## config.mk

```make
export PLATFORM = sky130hd
export DESIGN_NAME = pulse_generator
export DESIGN_NICKNAME = d
export VERILOG_FILES = /design/src/rtl/pulse_pkg.sv /design/src/rtl/pulse_down_counter.sv /design/src/rtl/pulse_generator.sv
export SDC_FILE = /design/constraint.sdc
export NUM_CORES = 1
export LEC_CHECK = 0
export CAP_MARGIN = 5
export CORE_ASPECT_RATIO = 1.5
export CORE_MARGIN = 2
export CORE_UTILIZATION = 43
export CTS_CLUSTER_DIAMETER = 120
export DETAILED_ROUTE_END_ITERATION = 16
export GPL_TIMING_DRIVEN = 0
export MAX_ROUTING_LAYER = met4
export PLACE_DENSITY = 0.65
export SYNTH_ARGS = -nofsm -noshare
export SYNTH_HDL_FRONTEND = slang
export SYNTH_SLANG_ARGS = --single-unit
```

## constraint.sdc

```tcl
create_clock -name clk -period 2.8 [get_ports clk]
set_clock_uncertainty 0.05 [all_clocks]
set_input_delay 0.28 -clock clk [delete_from_list [all_inputs] [get_ports clk]]
set_output_delay 0.28 -clock clk [all_outputs]
set_load 0.01 [all_outputs]
```

## src/rtl/pulse_pkg.sv

```systemverilog
// Shared definitions for the pulse generator slice.
// Holds the FSM state type and the default counter widths so that the
// top module and its down counter agree on them.
package pulse_pkg;

    localparam int DEFAULT_CNT_W = 16;
    localparam int DEFAULT_NUM_W = 8;

    typedef enum logic [1:0] {
        ST_IDLE  = 2'd0,
        ST_DELAY = 2'd1,
        ST_HIGH  = 2'd2,
        ST_GAP   = 2'd3
    } pulse_state_e;

endpackage

```

## src/rtl/pulse_down_counter.sv

```systemverilog
// Loadable down counter with a zero flag.
// The pulse generator reuses one of these for its delay, width and gap
// phases, so it only ever needs to load a phase length and count it out.
//
// Ports:
//   clk      - rising-edge clock
//   reset    - synchronous, active-low; clears the count
//   load     - load load_val this cycle (wins over dec)
//   dec      - decrement by one; holds at zero instead of wrapping
//   load_val - value loaded when load=1
//   zero     - high while the count is zero
module pulse_down_counter
    import pulse_pkg::*;
#(
    parameter int CNT_W = DEFAULT_CNT_W
) (
    input  logic             clk,
    input  logic             reset,
    input  logic             load,
    input  logic             dec,
    input  logic [CNT_W-1:0] load_val,
    output logic             zero
);

    logic [CNT_W-1:0] count;

    // Count register. Decrementing stops at zero so an all-ones load is a
    // legal maximum and the counter can never wrap around.
    always_ff @(posedge clk) begin
        if (!reset) begin
            count <= '0;
        end else if (load) begin
            count <= load_val;
        end else if (dec && (count != '0)) begin
            count <= count - CNT_W'(1);
        end
    end

    assign zero = (count == '0);

endmodule

```

## src/rtl/pulse_generator.sv

```systemverilog
// Programmable pulse-train generator.
// After an accepted start it waits delay_cyc cycles, then emits
// max(pulse_num,1) pulses, each max(width_cyc,1) cycles high and separated
// by max(gap_cyc,1) low cycles. The configuration is captured at start so
// later input changes do not disturb the running train.
//
// Ports:
//   clk       - rising-edge clock
//   reset     - synchronous, active-low
//   start     - train request, only looked at while idle
//   abort     - cancels the active train (no done strobe)
//   delay_cyc - cycles from start acceptance to the first rising edge
//   width_cyc - high time per pulse
//   gap_cyc   - low time between pulses
//   pulse_num - pulses per train
//   sig_out   - registered pulse train
//   busy      - registered, high while a train is active
//   done      - registered one-cycle strobe on normal completion
module pulse_generator
    import pulse_pkg::*;
#(
    parameter int CNT_W = DEFAULT_CNT_W,
    parameter int NUM_W = DEFAULT_NUM_W
) (
    input  logic             clk,
    input  logic             reset,
    input  logic             start,
    input  logic             abort,
    input  logic [CNT_W-1:0] delay_cyc,
    input  logic [CNT_W-1:0] width_cyc,
    input  logic [CNT_W-1:0] gap_cyc,
    input  logic [NUM_W-1:0] pulse_num,
    output logic             sig_out,
    output logic             busy,
    output logic             done
);

    pulse_state_e     state;
    logic [CNT_W-1:0] width_q;
    logic [CNT_W-1:0] gap_q;
    logic [NUM_W-1:0] pulses_left;

    logic             cnt_load;
    logic             cnt_dec;
    logic [CNT_W-1:0] cnt_val;
    logic             cnt_zero;

    // The edge that enters a HIGH or GAP phase already counts as that
    // phase's first cycle, so the counter is loaded with length-1.
    // A zero length is treated as one cycle.
    function automatic logic [CNT_W-1:0] phase_reload(input logic [CNT_W-1:0] len);
        return (len == '0) ? '0 : len - CNT_W'(1);
    endfunction

    pulse_down_counter #(
        .CNT_W (CNT_W)
    ) u_phase_cnt (
        .clk      (clk),
        .reset    (reset),
        .load     (cnt_load),
        .dec      (cnt_dec),
        .load_val (cnt_val),
        .zero     (cnt_zero)
    );

    // Phase counter control. The delay is loaded raw at acceptance: the
    // first DELAY edge sees the full value, which puts the first rising
    // edge delay cycles after the acceptance edge plus one.
    always_comb begin
        cnt_load = 1'b0;
        cnt_dec  = 1'b0;
        cnt_val  = '0;
        case (state)
            ST_IDLE: begin
                if (start) begin
                    cnt_load = 1'b1;
                    cnt_val  = delay_cyc;
                end
            end
            ST_DELAY, ST_GAP: begin
                if (cnt_zero) begin
                    cnt_load = 1'b1;
                    cnt_val  = phase_reload(width_q);
                end else begin
                    cnt_dec = 1'b1;
                end
            end
            ST_HIGH: begin
                if (cnt_zero) begin
                    if (pulses_left != '0) begin
                        cnt_load = 1'b1;
                        cnt_val  = phase_reload(gap_q);
                    end
                end else begin
                    cnt_dec = 1'b1;
                end
            end
            default: begin
                cnt_load = 1'b0;
            end
        endcase
        if ((state != ST_IDLE) && abort) begin
            cnt_load = 1'b0;
            cnt_dec  = 1'b0;
        end
    end

    // Main FSM with registered outputs. In IDLE a start always wins over
    // abort; outside IDLE an abort drops straight back to IDLE without a
    // done strobe. pulses_left counts the pulses still to come after the
    // current one, so zero on a HIGH expiry means the train is finished.
    always_ff @(posedge clk) begin
        if (!reset) begin
            state       <= ST_IDLE;
            sig_out     <= 1'b0;
            busy        <= 1'b0;
            done        <= 1'b0;
            width_q     <= '0;
            gap_q       <= '0;
            pulses_left <= '0;
        end else begin
            done <= 1'b0;
            if (state == ST_IDLE) begin
                if (start) begin
                    width_q     <= width_cyc;
                    gap_q       <= gap_cyc;
                    pulses_left <= (pulse_num == '0) ? '0 : pulse_num - NUM_W'(1);
                    busy        <= 1'b1;
                    state       <= ST_DELAY;
                end
            end else if (abort) begin
                state   <= ST_IDLE;
                sig_out <= 1'b0;
                busy    <= 1'b0;
            end else begin
                case (state)
                    ST_DELAY, ST_GAP: begin
                        if (cnt_zero) begin
                            sig_out <= 1'b1;
                            state   <= ST_HIGH;
                        end
                    end
                    ST_HIGH: begin
                        if (cnt_zero) begin
                            sig_out <= 1'b0;
                            if (pulses_left == '0) begin
                                state <= ST_IDLE;
                                busy  <= 1'b0;
                                done  <= 1'b1;
                            end else begin
                                pulses_left <= pulses_left - NUM_W'(1);
                                state       <= ST_GAP;
                            end
                        end
                    end
                    default: begin
                        state <= ST_IDLE;
                    end
                endcase
            end
        end
    end

endmodule

```

=== Word-level counts from Yosys, hierarchy flattened ===
Index checks and enable logic that the tools add are counted.
Widths: inputs -> output; s select.

* Register bits: 61
* Input port bits: 60
* Word-level logic and storage cells: 96

* Add/subtract/negate cells: 5
* Equality and inequality tests: 10
* Multiplexer cells: 43
* Bitwise logic cells: 4
* Reductions and logical operators: 26

{| class="wikitable"
|+ Operators by type and width
! cell !! number
|-
| $mux 16 || 8
|-
| $mux 8 || 7
|-
| $logic_not 16->1 || 3
|-
| $pmux 16 s3 || 1
|-
| $sub 16x1->16 const B || 3
|-
| $mux 1 || 18
|-
| $logic_not 8->1 || 2
|-
| $reduce_bool 16->1 || 1
|-
| $sub 8x1->8 const B || 2
|-
| $mux 2 || 6
|-
| $reduce_bool 3->1 || 4
|-
| $ne 4x4->1 const B || 2
|-
| $reduce_and 4->1 || 2
|-
| $reduce_bool 2->1 || 4
|-
| $reduce_bool 8->1 || 1
|-
| $ne 3x3->1 const B || 2
|-
| $reduce_and 5->1 || 1
|-
| $reduce_or 5->1 || 1
|-
| $eq 2x2->1 const B || 2
|-
| $ne 2x2->1 const B || 2
|-
| $not 1->1 || 4
|-
| $pmux 2 s2 || 1
|-
| $pmux 1 s3 || 1
|-
| $reduce_and 3->1 || 1
|-
| other kinds (8) || 9
|}

=== Logic depth before layout (Yosys ltp) ===
Gate-level depths: netlist of run 1.

* Word-level depth: 7
* Mapped depth: 9
* Mapped depth without buffers: 8

=== Cells and area by module ===
A second synthesis of run 1 with hierarchy kept.

* Cell total of the unflattened synthesis: 490
* Area, all modules: 3,768.6 µm²

{| class="wikitable"
|+ Modules (own cells, without submodules)
! module !! times used !! cells each !! area each (µm²)
|-
| pulse_generator || 1 || 376 || 2,846.5
|-
| pulse_down_counter || 1 || 114 || 922.1
|}

=== Worst setup path after synthesis of run 1 ===
Ideal clock, no wire load.

* Path kind: reg-to-reg
* From: register pulses_left[0]
* To: register u_phase_cnt.count[9]
* Setup time: 0.074 ns
* Arrival: 2.025 ns
* Setup slack: 0.650 ns
* Cell stages (with the launch flop): 9
* Path through: dfxtp_1 inv_1 ha_1 nor2b_1 a31o_2 or4_1 buf_2 or3_1 a31oi_1

* Longest elaborated chain between the ends: 6

{| class="wikitable"
|+ RTL lines
! what !! line !! text
|-
| start, declared || pulse_generator.sv:41 || <nowiki>logic [NUM_W-1:0] pulses_left;</nowiki>
|-
| start signal, assigned || pulse_generator.sv:127 || <nowiki>pulses_left <= (pulse_num == '0) ? '0 : pulse_num - NUM_W'(1);</nowiki>
|-
| start signal, assigned || pulse_generator.sv:151 || <nowiki>pulses_left <= pulses_left - NUM_W'(1);</nowiki>
|-
| $reduce_bool 8->1 (*) || pulse_generator.sv:90 || <nowiki>if (pulses_left != '0) begin</nowiki>
|-
| $mux 1 || pulse_generator.sv:90 ||
|-
| $mux 1 || pulse_generator.sv:89 || <nowiki>if (cnt_zero) begin</nowiki>
|-
| $pmux 1 s3 || pulse_generator.sv:73 || <nowiki>case (state)</nowiki>
|-
| $mux 1 || pulse_generator.sv:102 || <nowiki>if ((state != ST_IDLE) && abort) begin</nowiki>
|-
| $mux 16 or $reduce_bool 2->1 (tied branches) || -- ||
|-
| end signal, assigned || pulse_down_counter.sv:33 || <nowiki>count <= load_val;</nowiki>
|-
| end signal, assigned || pulse_down_counter.sv:35 || <nowiki>count <= count - CNT_W'(1);</nowiki>
|-
| end, declared || pulse_down_counter.sv:25 || <nowiki>logic [CNT_W-1:0] count;</nowiki>
|}

Mark *: on every way between the ends. The rest lies on a longest branch, timed or not.
A chain may end at the register's enable or synchronous reset.

=== Worst setup path in the final report of run 1 ===
* From: register u_phase_cnt.count[0]
* To: register u_phase_cnt.count[4]

* Longest elaborated chain between the ends: 6

{| class="wikitable"
|+ RTL lines
! what
|-
| parallel branches: the longest is 6 deep, another holds $sub 16x1->16
|}

Parallel ways; which one is timed is not known. The select of a mux whose other input is x is not followed.

==> results.md, run 1 <==
- Share of flip-flops with an asynchronous set or reset: 0%
- WP depth: 9
- Initial DRC count: roughly 220
- R2R Setup Slk: between 0.15 and 0.2 ns
- Fill count: between 800 and 900
- Routed len/inst: about 17 µm
- YS warnings: 0
- Yosys reg bits: 61
- Yosys cell types: 65
- Final Cell Area: 0.00496 mm²
- Synth cell count leaders: nand2_1, dfxtp_1, a21oi_1
- Crit end category: register
- Cell count after synthesis: roughly 500
- Vias in the first global route: about 3.8k
- Top cell type's share of synthesized area: 31.6%
- Final WL: roughly 12 mm
- Die span in y: approximately 120 µm
- Remaining Overflow, GRT: 0
- Standard-cell rows: between 40 and 50
- R2R Path End: u_phase_cnt.count[4]$_SDFFE_PN0P_
- RSZ-0062 raised after global routing: no
- Fin util: 56.5%
- Critical path origin: u_phase_cnt.count[0]$_SDFFE_PN0P_
- Max Clock Freq: 384 MHz
- Clock slew at reported path FFs: approximately 0.05 ns
- Crit path top cell by count: inv_1
- Post-synth top area cell: dfxtp_1
- Cell Area, Placed: 0.00463 mm²
- Synth Cell Area: approximately 0.0039 mm²
- First-pass GRT wire length: about 19 mm
- Outcome: complete, no violations
- Layout cells sized above 1: under 10%
- CP Buf/Inv Count: 3
- Worst-margin pin slew: roughly 0.81 ns
- N_diodes: 0
- Slew HR: between 40% and 50%
- CTS tree: yes
- Clock Root Buffer: clkbuf_16
- Number of I/O pins: between 60 and 70
- Vias post-DR: 4014
- Initial core utilization: 44.1%
- Crit-path cells: inv_1 -> ha_1 -> nor3b_2 -> nand2_1 -> clkbuf_2 -> nor2_1 -> nor4b_4 -> inv_1 -> o32ai_1
- Initial antenna violation count: 0
- First drt pass iteration count: 5
- Kind of critical path: register to register
- Total Routing Usage GR: about 26%
- Hold Crit Class: register to register
- Placer Congestion: 0.990
- Die W: between 80 and 90 µm
- Total CTS buffers: 9
- Hold_buf cts: 0
- Final Hold Vio Count: 0
- Layout area overhead: 28.2%
- I/O Buffers: 62
- Crit path launch type: register
- Crit path max fanout: 10
- Post-route minimum period: ~2.6 ns
- Path depth of the worst reg2reg path: 9
- Final setup violation count: 0
- Final HPWL DP: about 9 mm
- Mapped Nets: 580
- Via-to-Cell Ratio: 5.70
- Seq/Total Area, Yosys: between 30% and 40%
- Worst VDD drop: about 0.43 mV
- Hold path cells: 2
- Crit path DAT: roughly 2.8 ns
- Slowest stage cell on the critical path: nor4b_4
- Pins Over Slew Limit: 0
- WP data required: between 2 and 3 ns
- Pwr dens: 565 mW/mm²
- Htree depth: 3
- Post-synth EDFFs: 0
- CTS Sinks: between 60 and 70
- Reg2reg start: u_phase_cnt.count[0]$_SDFFE_PN0P_
- Final net count: approximately 660
- Top-count cell post-synth: nand2_1
- Last element of the critical path: u_phase_cnt.count[4]$_SDFFE_PN0P_
- Finished Layout Cells: slightly above 700
- Largest net degree at the start of global routing: 11
- DRC Markers: 0
- Core Box Area: ~0.0088 mm²
- Area contributors post-synth: dfxtp_1, nand2_1, a21oi_1, xnor2_1, xor2_1
- Main synth FF type: dfxtp_1
- Pleak: ~1.8 nW
- Routed Antenna Nets: 0
- Die area: around 0.0098 mm²
- Crit path max-delay family: simple AND/OR/NAND/NOR gates
- Setup TNS Final: 0 ns
- Worst-Skew Late Latency: between 0.3 and 0.4 ns
- Max Cap Viol: 0
- Max incr delay on CP: between 0.4 and 0.5 ns
- Placed Cells: ~700
- Fin crit share: 92.9%
- Max Root-Sink Buffers: 2
- Mean Syn Cell Area: about 7.5 µm²
-- power by group --
group | total [W] | internal, W | switching, W
Sequential | 0.00101 | 0.000931 | 0.0000780
Clock | 0.00108 | 0.000696 | 0.000379
Combinational | 0.000718 | 0.000319 | 0.000399
Total | 0.00280 | 0.00195 | 0.000856
-- cell type report --
class | count | area [µm²] | share of cell area, %
multi-input combinational | 410 | 2500 | 50.4
sequential | 61 | 1220 | 24.6
timing repair buffer | 65 | 643 | 13.0
clock buffer | 16 | 292 | 5.88
tap | 110 | 138 | 2.77
buffer | 25 | 103 | 2.07
inverter | 17 | 63.8 | 1.29
-- stage by stage --
step	setup WS (ns)	hold WS (ns)	total power, W
after floorplan	0.650	0.366	0.00148
after global placement	-0.0198	0.398	0.00172
after detailed placement	0.000947	0.409	0.00173
after CTS	0.0710	0.416	0.00280
after global routing	0.0339	0.428	0.00293
final	0.199	0.409	0.00280
-- cells in the final DEF (no fill, tap or decap), drive strengths merged, types with 8 or more instances in the layout --
cell type	instances
o21ai	30
nor3	22
a21oi	55
inv	17
clkdlybuf4s50	62
dfxtp	61
nand4	8
xor2	16
buf	9
o22ai	10
xnor2	19
clkbuf	35
or4	10
nand2	96
nor2	34
nand3	8
nor4	14
-- worst register-to-register path, stage by stage (launching register included) --
cell,delay [ns]
dfxtp_1,0.34
inv_1,0.07
ha_1,0.17
nor3b_2,0.43
nand2_1,0.12
clkbuf_2,0.24
nor2_1,0.30
nor4b_4,0.49
inv_1,0.14
o32ai_1,0.15
-- registers in the layout (all words and copies together) (netlist names) --
name	flops
done	1
u_phase_cnt.count	16
state	2
width_q	16
busy	1
gap_q	16
sig_out	1
pulses_left	8
-- worst min-delay path by stage --
| stage | startpoint | end | slack, ns |
|---|---|---|---|
| floorplan | width_cyc[1] | width_q[1]$_SDFFE_PN0P_ | 0.37 |
| detailed placement | sig_out$_SDFFE_PN0P_ | sig_out$_SDFFE_PN0P_ | 0.41 |
| CTS | sig_out$_SDFFE_PN0P_ | sig_out$_SDFFE_PN0P_ | 0.42 |
| global placement | sig_out$_SDFFE_PN0P_ | sig_out$_SDFFE_PN0P_ | 0.40 |
| finish | sig_out$_SDFFE_PN0P_ | sig_out$_SDFFE_PN0P_ | 0.41 |
| global route | sig_out$_SDFFE_PN0P_ | sig_out$_SDFFE_PN0P_ | 0.43 |
-- cell families after synthesis --
family | count (synthesis) | synth area share [%]
simple gates | 220 | 29.5
compound gates | 144 | 23.5
flops | 61 | 31.6
buf+inv | 42 | 4.24
xor+xnor | 35 | 7.93
fa+ha+maj | 7 | 2.26
mux | 4 | 1.04
-- layer usage --
metal	track usage (%)	part of all wire, %
met1	29.6	41
met2	44.5	51
met3	4.06	4.0
met4	10.1	3.8
met5	-	0
-- repair_timing --
item                                    in CTS  in global routing
setup buffers                                0                  3
resized for setup                            2                  5
endpoints found under the setup margin       1                 11
pin swaps                                    1                  1
Power figures use the tool's default switching activity.
==> inputs of run 2 (changes only) <==
--- a/config.mk
+++ b/config.mk
@@ -7,5 +7,5 @@
 export LEC_CHECK = 0
 export CAP_MARGIN = 5
-export CORE_ASPECT_RATIO = 1.5
+export CORE_ASPECT_RATIO = 0.7
 export CORE_MARGIN = 2
 export CORE_UTILIZATION = 43
--- a/constraint.sdc
+++ b/constraint.sdc
@@ -3,3 +3,3 @@
 set_input_delay 0.28 -clock clk [delete_from_list [all_inputs] [get_ports clk]]
 set_output_delay 0.28 -clock clk [all_outputs]
-set_load 0.01 [all_outputs]
+set_load 0.1 [all_outputs]
==> run 2 against run 1 <==
First-iteration DRC count grew 39%. Die area is essentially flat. Setup slack gained 0.037 ns. Maximum frequency grew 1.5%. Sequential power is essentially flat. Hold slack gained 0.020 ns. Core utilization grew 1.6 points. Non-clock buffer count shrank 1. Combinational power grew 2%. Wire length grew 4.2%. Clock-buffer cell count shrank 5. Largest cell class unchanged. Largest power group unchanged.
==> results.md, run 2 (synthesized netlist as in run 1, its figures left out) <==
- Die W: around 120 µm
- Slew HR: 26.2%
- Number of I/O pins: 63
- Die area: 0.00978 mm²
- Max Clock Freq: slightly below 400 MHz
- Via-to-Cell Ratio: 5.85
- Remaining Overflow, GRT: 0
- Final setup violation count: 0
- Most frequent cells in the layout: nand2_1, clkdlybuf4s50_1, dfxtp_1
- Outcome: complete, no violations
- Fin crit share: around nine tenths
- I/O Buffers: 62
- Final net count: approximately 660
- Layout area overhead: 29.0%
- Hold_ws: 0.429 ns
- Post-route minimum period: roughly 2.6 ns
- Final HPWL DP: between 9 and 10 mm
- Largest net degree at the start of global routing: 12
- Largest regs: gap_q (16), u_phase_cnt.count (16), width_q (16)
- Hold Crit Class: register to register
- Crit path max fanout: 5
- First-pass GRT wire length: about 20 mm
- Crit path DAT: roughly 2.7 ns
- Placer Congestion: 0.919
- CTS Sinks: 61
- Vias post-DR: 4171
- Max Cap Viol: 0
- Pleak: about 1.8 nW
- Worst VDD drop: approximately 0.31 mV
- CTS tree: yes
- Final Hold Vio Count: 0
- Pins Over Slew Limit: 0
- Routed Antenna Nets: 0
- Initial core utilization: between 40% and 50%
- Standard-cell rows: 28
- Clock slew at reported path FFs: around 0.06 ns
- First drt pass iteration count: 6
- WP data required: roughly 3 ns
- Commonest non-fill, non-tap cell in the layout: nand2_1
- Die span in y: about 83 µm
- Htree depth: 3
- Pwr dens: 583 mW/mm²
- Max Root-Sink Buffers: 2
- Initial antenna violation count: 0
- Initial DRC count: about 310
- Setup TNS Final: 0 ns
- DRC Markers: 0
- Total Routing Usage GR: about a quarter
- Crit path launch type: primary input
- Routed len/inst: around 17 µm
- Final WL: around 12 mm
- Total CTS buffers: 9
- RSZ-0062 raised after global routing: no
- Layout cells sized above 1: under 10%
- Vias in the first global route: roughly 3.8k
- Crit end category: register
- Worst-Skew Late Latency: roughly 0.34 ns
- Worst-margin pin slew: 1.09 ns
- Core Box Area: around 0.0086 mm²
- Kind of critical path: primary input to register
- Clock Root Buffer: clkbuf_16
- N_diodes: 0
[run 2: cell count changes in the layout (fill, tap and decap cells not counted), moves of 2 or more]
cell and change:
clkbuf_1 -2, clkbuf_8 -2, clkinvlp_4 +2, nor3b_2 -2
[run 2: worst max-delay path, cell delays in order]
cell,delay [ns]
clkdlybuf4s50_1,0.45
or4_1,0.62
o41ai_1,0.91
o21ai_0,0.22
a22oi_1,0.19
nor2_1,0.06
[run 2: area by class of cell]
| cell class | instances | area (µm²) |
|---|---|---|
| fillers | 808 | 3600 |
| multi-input cells | 410 | 2500 |
| flip-flops and latches | 61 | 1220 |
| repair buffers | 64 | 636 |
| clock buffers | 11 | 253 |
| well taps | 120 | 150 |
| plain buffers | 25 | 101 |
| inverters | 17 | 63.8 |
| clock inverters | 5 | 58.8 |
[run 2: where the power goes]
part	total (W)	leakage (nW)	switching [W]	internal (W)
clock	0.00116	0.148	0.000428	0.000737
combinational	0.000732	1.15	0.000413	0.000320
sequential	0.00101	0.502	0.0000820	0.000930
[run 2: final timing paths]
path	end	cells after the start	startpoint	slack, ns
worst max-delay path	pulses_left[3]$_SDFFE_PN0P_	6	pulse_num[4]	0.24
worst min-delay path	sig_out$_SDFFE_PN0P_	2	sig_out$_SDFFE_PN0P_	0.43
worst max register to register	u_phase_cnt.count[1]$_SDFFE_PN0P_	6	pulses_left[2]$_SDFFE_PN0P_	0.24
worst min register to register	sig_out$_SDFFE_PN0P_	2	sig_out$_SDFFE_PN0P_	0.43
[run 2: metal layers]
metal / track usage, % / vias up / share of wire [%]
li1: - / 2028 / -
met1: 36.6 / 1947 / 48
met2: 38.7 / 176 / 42
met3: 7.42 / 20 / 8.9
met4: 6.02 / 0 / 1.6
met5: - / - / 0
[run 2: through the flow]
stage	power, W	instances	instance area [µm²]	setup slack, ns	utilization (%)
2_1_floorplan	0.00149	513	3870	0.650	-
3_3_place_gp	0.00173	695	4640	0.00345	54.0
3_5_place_dp	0.00174	695	4640	0.00717	54.0
4_1_cts	0.00290	711	4950	0.0264	57.7
5_1_grt	0.00304	713	4990	0.0669	58.1
6_report	0.00291	713	4990	0.236	58.1
[run 2: what timing repair did]
| action | CTS | global route |
|---|---|---|
| setup endpoints to repair | 0 | 15 |
| gates resized for setup | 0 | 6 |
| hold buffers | 0 | 0 |
| buffers inserted | 0 | 2 |
==> inputs of run 3 (changes only) <==
- SLEW_MARGIN: default -> 20
==> results of run 3 <==
Final layout, timing and power as in run 2 (identical DEF).
